**src/rtl/raster_fb_writer.sv**
```systemverilog
// Pixel sink between the rasterizer and the frame-buffer write port: a small FIFO
// absorbs the unthrottled pixel stream, and a sweep engine clears the whole frame on request.
module raster_fb_writer #(
  parameter int DEPTH     = 16,
  parameter int FB_PIXELS = 307200
) (
  input  logic                     clk,
  input  logic                     rst,
  input  logic                     pix_valid,
  input  logic [18:0]              pix_addr,
  input  logic [3:0]               pix_color,
  input  logic                     line_done,
  input  logic                     clear_req,
  input  logic                     fb_ready,
  output logic                     fb_we,
  output logic [18:0]              fb_addr,
  output logic [3:0]               fb_data,
  output logic                     busy,
  output logic                     overflow,
  output logic                     clear_done,
  output logic [15:0]              line_count,
  output logic [$clog2(DEPTH):0]   fifo_count
);

  localparam int          AW        = $clog2(DEPTH);
  localparam logic [18:0] LAST_ADDR = 19'(FB_PIXELS - 1);

  typedef enum logic [1:0] {
    RUN        = 2'd0,
    CLEAR_WAIT = 2'd1,
    CLEAR      = 2'd2
  } state_t;

  state_t        state_r, state_s;
  logic [22:0]   mem_r [DEPTH];
  logic [AW-1:0] rd_ptr_r, wr_ptr_r, rd_next_s;
  logic [AW:0]   count_r, count_s;
  logic [18:0]   sweep_r, sweep_s;
  logic [22:0]   head_s;
  logic          full_s, push_s, pop_s, drop_s, addr_ok_s;
  logic          sweep_acc_s, sweep_last_s, fb_we_s;
  logic          fb_we_r, busy_r, overflow_r, clear_done_r;
  logic [18:0]   fb_addr_r;
  logic [3:0]    fb_data_r;
  logic [15:0]   line_count_r;

  // Next-state logic: FIFO bookkeeping, sweep progress and the next head to present.
  always_comb begin
    addr_ok_s    = (pix_addr <= LAST_ADDR);
    full_s       = (count_r == (AW+1)'(DEPTH));
    pop_s        = fb_we_r && fb_ready && (state_r != CLEAR);
    push_s       = pix_valid && addr_ok_s && (!full_s || pop_s);
    drop_s       = pix_valid && addr_ok_s && full_s && !pop_s;
    count_s      = count_r + (AW+1)'(push_s) - (AW+1)'(pop_s);
    rd_next_s    = rd_ptr_r + AW'(pop_s);
    sweep_acc_s  = (state_r == CLEAR) && fb_we_r && fb_ready;
    sweep_last_s = sweep_acc_s && (sweep_r == LAST_ADDR);

    state_s = state_r;
    case (state_r)
      RUN: begin
        if (clear_req) begin
          state_s = (count_s == '0) ? CLEAR : CLEAR_WAIT;
        end else begin
          state_s = RUN;
        end
      end
      CLEAR_WAIT: begin
        if (count_s == '0) begin
          state_s = CLEAR;
        end else begin
          state_s = CLEAR_WAIT;
        end
      end
      CLEAR: begin
        if (sweep_last_s) begin
          state_s = RUN;
        end else begin
          state_s = CLEAR;
        end
      end
      default: state_s = RUN;
    endcase

    sweep_s = sweep_r;
    if ((state_s == CLEAR) && (state_r != CLEAR)) begin
      sweep_s = 19'd0;
    end else if (sweep_acc_s && !sweep_last_s) begin
      sweep_s = sweep_r + 19'd1;
    end else begin
      sweep_s = sweep_r;
    end

    // A pixel pushed into an (effectively) empty FIFO is not in the array yet.
    if (push_s && ((count_r == '0) || ((count_r == (AW+1)'(1)) && pop_s))) begin
      head_s = {pix_addr, pix_color};
    end else begin
      head_s = mem_r[rd_next_s];
    end

    fb_we_s = (state_s == CLEAR) || (count_s != '0);
  end

  // FIFO storage array (not reset; validity is tracked by the pointers).
  always_ff @(posedge clk) begin
    if (push_s && !rst) begin
      mem_r[wr_ptr_r] <= {pix_addr, pix_color};
    end
  end

  // Control state, counters and registered outputs.
  always_ff @(posedge clk) begin
    if (rst) begin
      state_r      <= RUN;
      rd_ptr_r     <= '0;
      wr_ptr_r     <= '0;
      count_r      <= '0;
      sweep_r      <= 19'd0;
      fb_we_r      <= 1'b0;
      fb_addr_r    <= 19'd0;
      fb_data_r    <= 4'd0;
      busy_r       <= 1'b0;
      overflow_r   <= 1'b0;
      clear_done_r <= 1'b0;
      line_count_r <= 16'd0;
    end else begin
      state_r      <= state_s;
      rd_ptr_r     <= rd_next_s;
      wr_ptr_r     <= wr_ptr_r + AW'(push_s);
      count_r      <= count_s;
      sweep_r      <= sweep_s;
      fb_we_r      <= fb_we_s;
      busy_r       <= (count_s != '0) || (state_s != RUN);
      overflow_r   <= overflow_r || drop_s;
      clear_done_r <= sweep_last_s;
      if (sweep_last_s) begin
        line_count_r <= 16'd0;
      end else if (line_done) begin
        line_count_r <= line_count_r + 16'd1;
      end else begin
        line_count_r <= line_count_r;
      end
      if (state_s == CLEAR) begin
        fb_addr_r <= sweep_s;
        fb_data_r <= 4'd0;
      end else if (fb_we_s) begin
        fb_addr_r <= head_s[22:4];
        fb_data_r <= head_s[3:0];
      end else begin
        fb_addr_r <= fb_addr_r;
        fb_data_r <= fb_data_r;
      end
    end
  end

  assign fb_we      = fb_we_r;
  assign fb_addr    = fb_addr_r;
  assign fb_data    = fb_data_r;
  assign busy       = busy_r;
  assign overflow   = overflow_r;
  assign clear_done = clear_done_r;
  assign line_count = line_count_r;
  assign fifo_count = count_r;

endmodule

```
**config.mk**
```make
export PLATFORM = sky130hd
export DESIGN_NAME = raster_fb_writer
export DESIGN_NICKNAME = d
export VERILOG_FILES = /design/src/rtl/raster_fb_writer.sv
export SDC_FILE = /design/constraint.sdc
export NUM_CORES = 1
export LEC_CHECK = 0
export BUFFER_PORTS_ARGS = -buffer_cell sky130_fd_sc_hd__buf_4
export CORE_MARGIN = 1
export CORE_UTILIZATION = 55
export CTS_BUF_LIST = sky130_fd_sc_hd__clkbuf_8
export CTS_CLUSTER_DIAMETER = 100
export DETAILED_ROUTE_END_ITERATION = 12
export GPL_TIMING_DRIVEN = 1
export HOLD_SLACK_MARGIN = 0.15
export PLACE_DENSITY = 0.72
export SYNTH_ARGS = -nofsm -noshare
export SYNTH_HDL_FRONTEND = slang
export SYNTH_SLANG_ARGS = --single-unit
```
**constraint.sdc**
```tcl
create_clock -name clk -period 4.7 [get_ports clk]
set_input_delay 0.235 -clock clk [delete_from_list [all_inputs] [get_ports clk]]
set_output_delay 0.235 -clock clk [all_outputs]
set_load 0.02 [all_outputs]
```
Yosys cells after proc, flatten, opt, wreduce, memory -nomap -nowiden --
Memories as Yosys holds them, arrays and structs flattened. Index checks and enable logic that the tools add are counted.
Storage, ports and cells: memories kept 1, input port bits 29, register bits 77, RAM bits 368, latch bits 0, ROM bits 0
Cells by class: mux-type cells 11, shifts and indexed selects 0, equality and inequality tests 7, order comparisons 1, multipliers 0, reduce and logical (&&, ||, !) cells 31, divide/modulo/power cells 0, bitwise operators 0, $add $sub $neg 6
Memory list:
- mem_r | depth 16, bits a word 23, rd ports 1, clocked after Yosys merged registers in 0, write ports 1, line 35 | logic [22:0] mem_r [DEPTH];
Operator list (number):
- $mux 19 | 4
- $mux 23 | 1
- $add 19x1->19 const B | 1
- $eq 19x19->1 const B | 1
- $le 19x19->1 const B | 1
- $add 16x1->16 const B | 1
- $logic_and 1x1->1 | 14
- $logic_not 5->1 | 2
- $add 4x1->4 | 2
- $mux 2 | 3
- $pmux 2 s3 | 1
- $add 5x1->5 | 1
- $eq 5x1->1 const B | 1
- $eq 5x5->1 const B | 1
- $logic_or 1x1->1 | 5
- $reduce_bool 5->1 | 1
- $sub 5x1->5 | 1
- $eq 2x2->1 const B | 2
- $logic_not 1->1 | 4
- $reduce_bool 2->1 | 2
- $reduce_or 2->1 | 2
- $eq 2x1->1 const B | 1
- $logic_not 2->1 | 1
- $mux 1 | 2
- $ne 2x2->1 const B | 1

Longest topological paths before layout --
depth after elaboration 14, gate-level depth with buffers 15

Least setup slack after synthesis --
No wires, ideal clock.
path kind reg-to-reg, start register state_r[0], end register fb_addr_r[16] (netlist: fb_addr[16]), slack 1270 ps, library setup time 75 ps, arrival 3355 ps, stages on the path, launching flop included 16, required time 4625 ps, buffers on the path 2, cells stage by stage dfxtp_1 -> nand2b_1 -> nand3_1 -> inv_1 -> nand2_1 -> o21ai_0 -> ha_1 -> fa_1 -> and3b_1 -> or4_4 -> a2111oi_4 -> buf_6 -> and4_4 -> buf_8 -> nand2_2 -> a22oi_2
On the way: cells in the longest elaborated chain, start to end 14
Ends and longest elaborated chain:
- from (decl) | line 34 | state_t state_r, state_s;
- from (signal assigned) | line 127 | state_r <= state_s;
- $ne 2x2->1 | line 51, 86
- $logic_and 1x1->1 | line 51 | pop_s = fb_we_r && fb_ready && (state_r != CLEAR);
- $logic_or 1x1->1 | line 52 | push_s = pix_valid && addr_ok_s && (!full_s || pop_s);
- $logic_and 1x1->1 | line 52
- $add 5x1->5 | line 54 | count_s = count_r + (AW+1)'(push_s) - (AW+1)'(pop_s);
- $sub 5x1->5 | line 54
- $logic_not 5->1 | line 63, 69
- $mux 2 | line 63, 69
- $mux 2 | line 62 | if (clear_req) begin
- $pmux 2 s3 | line 60 | case (state_r)
- $eq 2x2->1 | line 86, 101, 143
- $logic_and 1x1->1 | line 86 | if ((state_s == CLEAR) && (state_r != CLEAR)) begin
- $mux 19 | line 86
- $mux 19 | line 143 | if (state_s == CLEAR) begin
- to (signal assigned) | line 144 | fb_addr_r <= sweep_s;
- to (signal assigned) | line 147 | fb_addr_r <= head_s[22:4];
- to (signal assigned) | line 150 | fb_addr_r <= fb_addr_r;
- to (decl) | line 43 | logic [18:0] fb_addr_r;
Parallel ways exist; a longest one is shown, timed or not. The select of a mux whose other input is x is not followed. A chain may end at the register's enable or synchronous reset.

Worst setup path in the final report --
start input pix_addr[13], end register fb_addr_r[8] (netlist: fb_addr[8])
On the way: cells in the longest elaborated chain, start to end 13
Ends and longest elaborated chain:
- from (decl) | line 10 | input logic [18:0] pix_addr,
- $le 19x19->1 * | line 49 | addr_ok_s = (pix_addr <= LAST_ADDR);
- $logic_and 1x1->1 * (2 in a row) | line 52
- $add 5x1->5 | line 54
- $sub 5x1->5 | line 54
- $logic_not 5->1 | line 63, 69
- $mux 2 | line 63, 69
- $mux 2 | line 62
- $pmux 2 s3 | line 60
- $eq 2x2->1 | line 86, 101, 143
- $logic_and 1x1->1 | line 86
- $mux 19 | line 86
- $mux 19 | line 143
Mark *: on every way between the ends. The rest lies on a longest branch, timed or not. The select of a mux whose other input is x is not followed.

==> key figures <==
Run status
  – Status: finished clean

Route
  – Router iterations before antenna repair: 5
  – Vias/cell: 6.03
  – Iteration-0 DRC Markers: between 1,000 and 1,500
  – DRC violations left: 0
  – Antenna-violating nets left: 0
  – WL final: between 40,000 and 50,000 um
  – Wirelength per Cell: 23.2 um
  – Vias: between 10,000 and 15,000

Critical path
  – R2r startpoint: state_r[0]$_SDFF_PP0_
  – Critical path, cell by cell: dlygate4sd3_1 > buf_4 > a21oi_1 > o211ai_1 > o21ai_0 > ha_1 > fa_1 > and3b_1 > or4_4 > a2111oi_4 > and3_1 > a22oi_1 > a311oi_1
  – Max incr delay on CP: 0.73 ns
  – Worst Reg-to-Reg Cells: 13
  – Critical path class: in -> reg
  – CP Launch Type: primary input
  – Setup crit end kind: flip-flop
  – CP arrival: approximately 4.8 ns
  – Crit path required time: between 5 and 6 ns
  – Slowest cell on crit path: o211ai_1
  – Max FO, Critical Path: 18
  – FF-to-FF setup slack: roughly 0.63 ns
  – Levels on crit path: 13
  – Crit path buffers/inverters: 2
  – Crit. Startpoint: pix_addr[13]
  – R2R Path End: fb_addr[8]$_SDFFE_PP0P_
  – Cell family with most CP delay: compound AO/OA/AOI/OAI gates

Clocking
  – Clock Latency Late Sink: 0.61 ns
  – Max clock buf depth: 3
  – CTS tree: done
  – CTS H-Tree Depth: 3
  – CTS clock-pin slew for the worst setup and hold paths: 0.06 ns
  – Clk sinks: about 450
  – Root buf cell: clkbuf_8
  – Total CTS buffers: between 70 and 80

GRT
  – GR Overflow Total: 0
  – First-pass GRT wire length: 63,800 um
  – GR Util All Layers: approximately a quarter
  – Initial antenna violation count: 0
  – Vias in the first global route: ~11,000
  – Largest net degree at the start of global routing: about 50

STA
  – Tightest Pin Transition: 1.06 ns
  – Fmax: approximately 230 MHz
  – Final slew viol count: 0
  – Slew Limit Headroom: between 20% and 30%
  – Final setup violation count: 0
  – Fin crit period: 4.31 ns
  – RSZ-0062 raised after global routing: false
  – Setup TNS: 0 ns
  – Worst Skew: 0.0498 ns
  – Fin. Hold Viols: 0
  – Final period util: 91.6%
  – Hold slack: between 0.2 and 0.25 ns

Cells and area
  – Nets: 1,335
  – Share of layout cells above drive strength 1: about a quarter
  – Synthesis-to-layout area growth: 15.7%
  – ANT cells: 0

Worst hold path
  – Min-Delay Startpoint: fb_ready
  – Hold path endpoint: sweep_r[1]$_SDFF_PP0_
  – Hold Path Class: in -> reg
  – Hold Path Stages: 5

Logic synthesis
  – Synth Register Bits: roughly 450
  – Cells after Synth: approximately 1,100
  – Dominant cells by area after synthesis: edfxtp_1 61%, mux4_2 11%, dfxtp_1 8.5%
  – Synth Net Count: ~1,200
  – Post-synth EDFFs: 368
  – Post-synth top area share: roughly three fifths
  – Most frequent cell after synthesis: edfxtp_1
  – Top FF cell, synth: edfxtp_1
  – Asr flop ratio synth: 0%
  – Top cells by count, synth: 368 x edfxtp_1, 121 x nand2_1, 92 x mux4_2, 78 x nor2_1, 77 x dfxtp_1
  – Yosys warns: 0
  – Library cells used by synthesis: 80
  – Cell taking the most area after synthesis: edfxtp_1
  – Sequential area share after synthesis: between 60 and 70%
  – Synth Cell Area: between 0.015 and 0.02 mm^2
  – Avg Cell Area, Syn: about 16 um^2

Pwr
  – Leakage: ~7 nW
  – Pwr dens: between 400 and 500 mW/mm^2
  – Worst vdd ir: ~0.26 mV

Placement
  – Post-detail-place hpwl: approximately 26,000 um
  – Port bufs: 76
  – Final Wtd Congestion: 0.927

Die
  – Die height: approximately 180 um
  – Boundary Pins: 77
  – Die width: between 150 and 200 um
  – DIE AREA: 0.0338 mm^2
  – Core ar.: approximately 0.033 mm^2
  – Starting density of the core: 55.9%
  – FP Rows: 66

Flow run
  – Max-cap violations: 0
-- power by group --
part           total [W]  internal, W  switching [W]
combinational    0.00184     0.000842       0.000998
clock            0.00303      0.00154        0.00149
sequential       0.00453      0.00441       0.000127
total            0.00940      0.00679        0.00262
-- worst min-delay path: cells and delay by family --
family / cells / cell delay, ns
and+or+nand+nor: 2 / 0.18
buffers and inverters: 1 / 0.12
AOI/OAI and AO/OA: 2 / 0.22
-- state kept, by name, indices dropped and copies added, names as in the netlist --
signal / cells
fb_data: 4
busy: 1
mem_r: 368
line_count: 16
sweep_r: 19
fifo_count: 5
state_r: 2
fb_we: 1
clear_done: 1
fb_addr: 19
wr_ptr_r: 4
rd_ptr_r: 4
overflow: 1
-- cells in the final DEF, fill, tap and decap left out, drive strengths merged, types with 7 or more instances in the layout --
| cell | n |
|---|---|
| a21oi | 27 |
| and3 | 17 |
| buf | 112 |
| clkbuf | 78 |
| clkinv | 19 |
| dfxtp | 77 |
| dlygate4sd3 | 26 |
| edfxtp | 368 |
| ha | 11 |
| inv | 42 |
| mux4 | 92 |
| nand2 | 124 |
| nand2b | 8 |
| nand3 | 68 |
| nand3b | 7 |
| nand4 | 11 |
| nor2 | 78 |
| nor3 | 18 |
| o211ai | 8 |
| o21ai | 8 |
| xnor2 | 17 |
| xor2 | 18 |
-- worst max path at each step --
stage,endpoint,slack (ns)
finish,fb_addr[8]$_SDFFE_PP0P_,0.39
global placement,fb_addr[17]$_SDFFE_PP0P_,0.48
detailed placement,fb_addr[17]$_SDFFE_PP0P_,0.36
global route,fb_addr[6]$_SDFFE_PP0P_,0.21
floorplan,fb_addr[16]$_SDFFE_PP0P_,1.27
CTS,fb_addr[17]$_SDFFE_PP0P_,0.47
-- routing by layer --
metal	part of all wire, %	global-route usage (%)	up-vias
met4	2.0	7.80	0
met3	8.3	5.31	68
li1	-	-	4786
met2	47	39.5	500
met5	0	0	-
met1	43	36.8	5452
-- stage by stage --
stage / cells / cell area (um^2) / total power (W) / util (%) / setup WS [ns]
6_report: 1792 / 21000 / 0.00940 / 64.7 / 0.393
5_1_grt: 1792 / 21000 / 0.00978 / 64.7 / 0.206
4_1_cts: 1792 / 21000 / 0.00945 / 64.7 / 0.467
3_5_place_dp: 1636 / 19500 / 0.00643 / 59.9 / 0.357
3_3_place_gp: 1636 / 19500 / 0.00639 / 59.9 / 0.483
2_1_floorplan: 1137 / 18200 / 0.00582 / - / 1.27
-- layout make-up --
| class | instances | area, um^2 |
|---|---|---|
| clock buffers | 78 | 1070 |
| inverters | 12 | 45.0 |
| clock inverters | 52 | 233 |
| fillers | 2357 | 11500 |
| flip-flops and latches | 445 | 12600 |
| multi-input cells | 625 | 5420 |
| repair buffers | 138 | 1130 |
| well taps | 442 | 553 |
-- kinds of logic after synthesis --
| kind of cell | after synthesis | share of synthesized area [%] |
|---|---|---|
| buf+inv | 67 | 1.77 |
| xor+xnor | 35 | 1.69 |
| simple gates | 366 | 9.68 |
| flops | 445 | 69.2 |
| mux | 102 | 12.0 |
| fa+ha+maj | 12 | 0.867 |
| compound gates | 110 | 4.79 |
-- what timing repair did --
| item | in CTS | in global routing |
|---|---|---|
| hold buffers | 26 | 0 |
| resized for setup | 0 | 0 |
| endpoints found under the hold margin | 406 | 0 |
| buffers inserted | 0 | 0 |
Note: power is estimated with default switching activity, not from simulation.
